File: src/rtl/arbitro_rr_mux.sv
// arbitro_rr_mux: round-robin, burst-limited scheduler for two valid-qualified
// sources feeding a 2:1 mux, with a registered ready/valid output stage.
module arbitro_rr_mux #(
    parameter int BUS_WIDTH = 2,
    parameter int MAX_BURST = 4
) (
    input  logic                 clk,
    input  logic                 reset_L,
    input  logic                 valid_in0,
    input  logic [BUS_WIDTH-1:0] data_in0,
    input  logic                 valid_in1,
    input  logic [BUS_WIDTH-1:0] data_in1,
    output logic                 pop0,
    output logic                 pop1,
    input  logic                 ready_out,
    output logic                 valid_out,
    output logic [BUS_WIDTH-1:0] data_out,
    output logic                 selector
);

    typedef enum logic [1:0] {IDLE = 2'd0, SERVE0 = 2'd1, SERVE1 = 2'd2} state_t;

    localparam logic [3:0] CNT_LAST = 4'(MAX_BURST - 1);

    state_t               state_q, state_d;
    logic                 last_q, last_d;
    logic [3:0]           cnt_q, cnt_d;
    logic                 sel_q, sel_d;
    logic                 valid_q, valid_d;
    logic [BUS_WIDTH-1:0] data_q, data_d;

    logic   slot_free, cur, v_cur, v_oth, pop_cur;
    state_t other;

    assign slot_free = !valid_q || ready_out;
    assign cur       = (state_q == SERVE1);
    assign v_cur     = cur ? valid_in1 : valid_in0;
    assign v_oth     = cur ? valid_in0 : valid_in1;
    assign other     = cur ? SERVE0 : SERVE1;
    assign pop_cur   = pop0 || pop1;

    always_ff @(posedge clk or negedge reset_L) begin
        if (!reset_L) begin
            state_q <= IDLE;
            last_q  <= 1'b1;
            cnt_q   <= 4'd0;
            sel_q   <= 1'b0;
            valid_q <= 1'b0;
            data_q  <= '0;
        end else begin
            state_q <= state_d;
            last_q  <= last_d;
            cnt_q   <= cnt_d;
            sel_q   <= sel_d;
            valid_q <= valid_d;
            data_q  <= data_d;
        end
    end

    always_comb begin
        state_d = state_q;
        last_d  = last_q;
        cnt_d   = cnt_q;
        if (state_q == IDLE) begin
            if (valid_in0 && valid_in1) state_d = last_q ? SERVE0 : SERVE1;
            else if (valid_in0)         state_d = SERVE0;
            else if (valid_in1)         state_d = SERVE1;
        end else if (!v_cur) begin
            state_d = v_oth ? other : IDLE;
            last_d  = cur;
            cnt_d   = 4'd0;
        end else if (pop_cur) begin
            // Burst exhausted: hand over only if the other side is waiting.
            if (cnt_q == CNT_LAST) begin
                cnt_d = 4'd0;
                if (v_oth) begin
                    state_d = other;
                    last_d  = cur;
                end
            end else begin
                cnt_d = cnt_q + 4'd1;
            end
        end
    end

    always_comb begin
        pop0 = reset_L && (state_q == SERVE0) && valid_in0 && slot_free;
        pop1 = reset_L && (state_q == SERVE1) && valid_in1 && slot_free;
    end

    always_comb begin
        sel_d   = (state_d == SERVE1) ? 1'b1 : (state_d == SERVE0) ? 1'b0 : sel_q;
        valid_d = pop_cur ? 1'b1 : (valid_q && ready_out) ? 1'b0 : valid_q;
        data_d  = pop1 ? data_in1 : pop0 ? data_in0 : data_q;
    end

    assign valid_out = valid_q;
    assign data_out  = data_q;
    assign selector  = sel_q;

endmodule
File: config.mk
export PLATFORM = sky130hd
export DESIGN_NAME = arbitro_rr_mux
export DESIGN_NICKNAME = d
export VERILOG_FILES = /design/src/rtl/arbitro_rr_mux.sv
export SDC_FILE = /design/constraint.sdc
export NUM_CORES = 1
export LEC_CHECK = 0
export ABC_CLOCK_PERIOD_IN_PS = 5300
export CAP_MARGIN = 20
export CORE_UTILIZATION = 52
export CTS_BUF_LIST = sky130_fd_sc_hd__clkbuf_16
export CTS_CLUSTER_DIAMETER = 200
export CTS_CLUSTER_SIZE = 28
export DETAILED_ROUTE_END_ITERATION = 6
export GPL_TIMING_DRIVEN = 0
export HOLD_SLACK_MARGIN = 0.15
export PLACE_DENSITY = 0.79
export SLEW_MARGIN = 20
export SYNTH_ARGS = -nofsm -noshare
export SYNTH_HDL_FRONTEND = slang
export SYNTH_SLANG_ARGS = --single-unit
File: constraint.sdc
create_clock -name clk -period 5.3 [get_ports clk]
set_input_delay 1.06 -clock clk [delete_from_list [all_inputs] [get_ports clk]]
set_output_delay 1.06 -clock clk [all_outputs]
set_load 0.05 [all_outputs]
==> impl_results.md, run 1 <==
* Number of routed nets with antenna violations at 0
* Worst setup path class: primary input to output pin
* Cts hold-fix bufs at 0
* Skew-Pair Late Insertion Delay at 0.24 ns
* Clock Tree Buf Depth at 2
* Peak supply drop at 0.219 mV
* Worst-path cell chain: clkdlybuf4s50_1 -> nand3_1 -> inv_1 -> clkdlybuf4s50_1
* Final slew viol count at 0
* GRT Util Overall at 25.3%
* Die area at 1550 µm²
* Die height at roughly 40 µm
* #FFs+latches synth at 11
* Vias in the first global route at 544
* Clock Sinks at 11
* Post-synthesis net count at 87
* Initial antenna violation count at 0
* Top delay family on crit path: buffers and inverters
* Number of synthesized flops with an enable pin at 0
* I/O pins at 15
* H-tree lvl count at 1
* Layout net count at 106
* Die X at 39.3 µm
* WHS Endpoint: selector
* PD cells at 397 nW/µm²
* Starting DRT DRC Count at 17
* Avg Inst Size Synth at around 9.5 µm²
* Syn-to-layout area delta at 32.8%
* Crit start category: primary input
* Endpoints failing setup at 0
* F_max at 231 MHz
* Hold Crit Class: flip-flop to flip-flop
* Clk slew on worst S/H paths at around 0.04 ns
* Worst EP required at 4.24 ns
* Cts repair resizes at 0
* Most frequent CP cell: clkdlybuf4s50_1
* Core Util, Final at 73.9%
* Critical path origin: reset_L
* Root buffer cell: clkbuf_16
* Sequential-to-total area share from yosys stat at approximately two fifths
* # rows at 13
* Vias per std cell at 6.02
* Avg WL per Cell at 16.1 µm
* Post-route DRC at 0
* Status: finished, final reports clean
* Actual slew at the worst max-slew pin at 0.748 ns
* DR pass1 iterations at 4
* Core area at approximately 1300 µm²
* Compound-Gate Fraction of Synth Area at 26.3%
* Synth Cell Area at 724 µm²
* Worst relative slew slack at 50.0%
* ANT cells at 0
* Post-synthesis adder-cell area fraction at 3.45%
* TritonCTS buffer count at 3
* Post-synthesis cell count at 76
* Starting density of the core at 55.7%
* Yosys warns at 0
* Crit path buf inv count at 3
* Cells taking the most area after synthesis: dfrtp_1 (35%), mux2i_1 (5.5%), dfstp_2 (3.6%)
* Post-synth cell types at 35
* Ys async rst share at 100%
* CTS tree: built
* Crit path max-delay cell type: clkdlybuf4s50_1
* Cells after DPL at 105
* Largest net degree at the start of global routing at 19
* CP arrival at 3.26 ns
* Hold Vio Cnt, Final at 0
* Final WL at around 1800 µm
* Yosys top cell by area: dfrtp_1
* Fin Setup TNS at 0 ns
* WHS Path Cells at 1
* Post-CTS setup buffer count at 0
* Final period util at 81.5%
* Unrepaired setup endpoints after global routing: no
* Setup crit end kind: output pin
* Number of I/O port buffers at 14
* Min cycle time layout at 4.32 ns
* Dpl hpwl at 1180 µm
* Worst r2r path cells at 7
* CP max stage delay at 0.96 ns
* Max Clock Skew at 0.000764 ns
* Simple-gate share of the synthesized area at 17.1%
* Global route total overflow at 0
* Share of cells above drive strength 1 at between 10% and 20%
* Commonest non-fill, non-tap cell in the layout: clkdlybuf4s50_1
* CP max FO at 18
* Most frequent cells in the layout: clkdlybuf4s50_1 (14), dfrtp_1 (10), inv_1 (8), nor2_1 (7), nand3_1 (5)
* DR vias at 656
* Final instance count without filler cells at 109
* Synth Flop Type: dfrtp_1
* Reg2reg setup slack at 2.99 ns
* Yosys top cell area share at 34.5%
* Global-route wire length before repair at approximately 2500 µm
* Launching point of the worst reg2reg path: cnt_q[0]
* R2r endpoint: selector
* Multiplexer share of the synthesized area at ~8.6%
* Xor/xnor cell area share of the yosys netlist at 0%
* Max_cap viols at 0
* Largest family of logic cells by synthesized area: compound AO/OA/AOI/OAI gates
* Hold_sp: selector
* RePlAce Congestion at roughly 0.86
* Static Leak at 0.451 nW
-- state kept, by name (all words and copies together) (netlist names), named ones only --
| register | cells |
|---|---|
| valid_out | 1 |
| data_out | 2 |
| state_q | 1 |
| last_q | 1 |
| cnt_q | 4 |
| selector | 1 |
-- cell type report --
type                       instances  area, µm²
sequential                        11        277
tap                               15       18.8
clock buffer                       3       75.1
inverter                           7       26.3
clock inverter                     1       3.75
fill                              93        339
buffer                             3       20.0
multi-input combinational         55        402
timing repair buffer              14        140
-- synthesized netlist by cell type, types with 2 or more instances --
| library cell | count |
|---|---|
| dfrtp_1 | 10 |
| inv_1 | 7 |
| nor2_1 | 7 |
| nand3_1 | 5 |
| mux2i_1 | 4 |
| nand2_1 | 4 |
| a21oi_1 | 3 |
| a22o_1 | 2 |
| ha_1 | 2 |
| mux2_2 | 2 |
| nand2b_1 | 2 |
| o211ai_1 | 2 |
| o21a_1 | 2 |
| o21ai_0 | 2 |
| o32ai_1 | 2 |
-- routing by layer --
metal | vias to the layer above | GRT usage [%] | routed length [µm]
li1 | 317 | - | -
met1 | 312 | 29.0 | 727
met2 | 23 | 42.9 | 915
met3 | 4 | 7.95 | 95
met4 | 0 | 10.3 | 21
met5 | - | 0 | 0
-- report_power, final --
| group | leakage [nW] | switching (W) | internal (W) |
|---|---|---|---|
| clock network | 0.0423 | 0.0000393 | 0.0000993 |
| registers | 0.138 | 0.0000105 | 0.000101 |
| logic | 0.271 | 0.0000804 | 0.0000522 |
-- metrics by stage --
step           area, µm²  setup slack (ns)  total power (W)  hold WS [ns]
4_1_cts              962             0.924         0.000382         0.513
2_1_floorplan        724              2.30         0.000200         0.492
6_report             962             0.979         0.000382         0.511
3_5_place_dp         883             0.928         0.000244         0.499
5_1_grt              962             0.775         0.000397         0.530
3_3_place_gp         883             0.981         0.000239         0.493
-- cells by family after synthesis --
family / Yosys count
AO/OA/AOI/OAI: 23
multiplexers: 6
AND/OR/NAND/NOR: 24
flip-flops: 11
buffers and inverters: 10
adder cells (fa/ha/maj): 2
-- how the worst max path moves through the flow --
stage	endpoint	cells past startpoint	slack, ns
after floorplan	pop1	4	2.30
after global placement	pop1	4	0.98
after detailed placement	pop0	4	0.93
after CTS	pop0	4	0.92
after global routing	pop0	4	0.78
final	pop0	4	0.98
-- worst reg2reg max path: stages, from the launching register on --
cell	delay (ns)
dfrtp_1	0.39
ha_1	0.19
nor3b_1	0.40
nand3_1	0.20
mux2i_1	0.27
o21ai_0	0.11
ha_1	0.30
mux2_2	0.32
No activity file was read; power rests on OpenSTA's default activity.
==> run 2, diff against run 1 <==
Settings changed: ABC_CLOCK_PERIOD_IN_PS 5300 to 3690, CORE_UTILIZATION 52 to 44, PLACE_DENSITY 0.79 to 0.71.
Clock period 5.3 ns to 3.69 ns, I/O delays scaled along.
==> impl_results.md, run 2 (synthesis results as in run 1) <==
* Reg2reg setup slack at 1.36 ns
* TritonCTS buffer count at 3
* Number of I/O port buffers at 14
* Critical path origin: ready_out
* Vias per std cell at 5.84
* DR pass1 iterations at 5
* Status: finished, final reports clean
* Worst relative slew slack at between 40% and 50%
* H-tree lvl count at 1
* Clk slew on worst S/H paths at 0.04 ns
* Number of routed nets with antenna violations at 0
* Endpoints failing setup at 0
* Place WS at -0.0313 ns
* CTS tree: built
* Hold Vio Cnt, Final at 0
* Setup crit end kind: output pin
* Max FFs per register at 4
* Final WL at approximately 1500 µm
* Layout net count at 106
* Worst r2r path cells at 7
* Max_cap viols at 0
* Min cycle time layout at between 3 and 4 ns
* # rows at 14
* Root buffer cell: clkbuf_16
* Global-route wire length before repair at 2640 µm
* Final period util at 94.0%
* I/O pins at 15
* Worst setup path class: primary input to output pin
* Hold Crit Class: flip-flop to flip-flop
* Most frequent cells in the layout: clkdlybuf4s50_1 (13), dfrtp_1 (10), inv_1 (8), nor2_1 (7), nand3_1 (5)
* Die height at 42.6 µm
* Crit start category: primary input
* Clock Sinks at 11
* Starting density of the core at between 40% and 50%
* CP max FO at 8
* Die area at 1810 µm²
* Unrepaired setup endpoints after global routing: no
* CP arrival at 2.73 ns
* R2r endpoint: selector
* Die X at 42.6 µm
* Core area at 1520 µm²
* Starting DRT DRC Count at 5
* Dpl hpwl at between 1000 and 1500 µm
* F_max at ~290 MHz
* Final setup margin at 0.222 ns
* Post-CTS setup buffer count at 0
* Skew-Pair Late Insertion Delay at 0.24 ns
* Final slew viol count at 0
* Global route total overflow at 0
* Static Leak at 0.453 nW
* Avg WL per Cell at 13.8 µm
* Commonest non-fill, non-tap cell in the layout: clkdlybuf4s50_1
* Launching point of the worst reg2reg path: cnt_q[0]
* CP endpoint: pop0
* Worst EP required at 2.95 ns
* Fin Setup TNS at 0 ns
* Post-route DRC at 0
* Biggest register: cnt_q
* Actual slew at the worst max-slew pin at 0.759 ns
* GRT Util Overall at 20.2%
* Clock Tree Buf Depth at 2
* RePlAce Congestion at 0.883
* Initial antenna violation count at 0
* Share of cells above drive strength 1 at 14.9%
* Largest net degree at the start of global routing at 19
* DR vias at 642
* PD cells at about 560 nW/µm²
* Fill count at roughly 130
* Syn-to-layout area delta at 32.8%
* Vias in the first global route at 650
* Peak supply drop at 0.413 mV
* Max Clock Skew at 0.00146 ns
* ANT cells at 0
run 2: cell types whose count changed in the layout (fill, tap and decap cells not counted):
cell	change
dlygate4sd2_1	+1
clkdlybuf4s50_1	-1
run 2: report_power, final:
group | internal (W) | switching, W
clock network | 0.000142 | 0.0000504
logic | 0.0000748 | 0.000113
registers | 0.000145 | 0.0000138
total | 0.000361 | 0.000177
run 2: layout make-up:
type	instances	area (µm²)	share of cell area, %
Buffer	3	20.0	2.08
Clock buffer	3	75.1	7.80
Clock inverter	1	3.75	0.390
Inverter	7	26.3	2.73
Multi-Input combinational cell	55	402	41.7
Sequential cell	11	277	28.7
Tap cell	16	20.0	2.08
Timing Repair Buffer	14	139	14.4
run 2: how the worst min path moves through the flow:
stage          cells after the start                    endpoint     start  slack (ns)
6_report                           1                    selector  selector        0.51
2_1_floorplan                      0  asynchronous set/reset pin   reset_L        0.44
5_1_grt                            1                    selector  selector        0.53
3_5_place_dp                       1                    selector  selector        0.50
4_1_cts                            1                    selector  selector        0.51
3_3_place_gp                       1                    selector  selector        0.49
run 2: critical path: stages:
cell	delay, ns
clkdlybuf4s50_1	0.44
nand2b_1	0.09
clkbuf_1	0.30
nand3_1	0.24
inv_1	0.12
clkdlybuf4s50_1	0.80
run 2: repair_timing:
item                       in CTS  in global routing
hold buffers                    0                  0
setup endpoints to repair       2                  0
resized for setup               1                  0
run 2: through the flow:
step           util, %  total power (W)  area (µm²)  instances  hold WS (ns)
4_1_cts           63.1         0.000547         962        110         0.507
2_1_floorplan        -         0.000287         724         76         0.442
5_1_grt           63.1         0.000566         962        110         0.530
3_3_place_gp      58.0         0.000345         885        106         0.491
6_report          63.1         0.000538         962        110         0.505
3_5_place_dp      58.0         0.000348         885        106         0.498
run 2: metal layers:
layer	GRT usage, %	vias up	part of all wire (%)
li1	-	314	-
met1	22.7	314	46
met2	32.9	10	48
met3	3.88	4	3.0
met4	16.3	0	3.0
met5	0	-	0
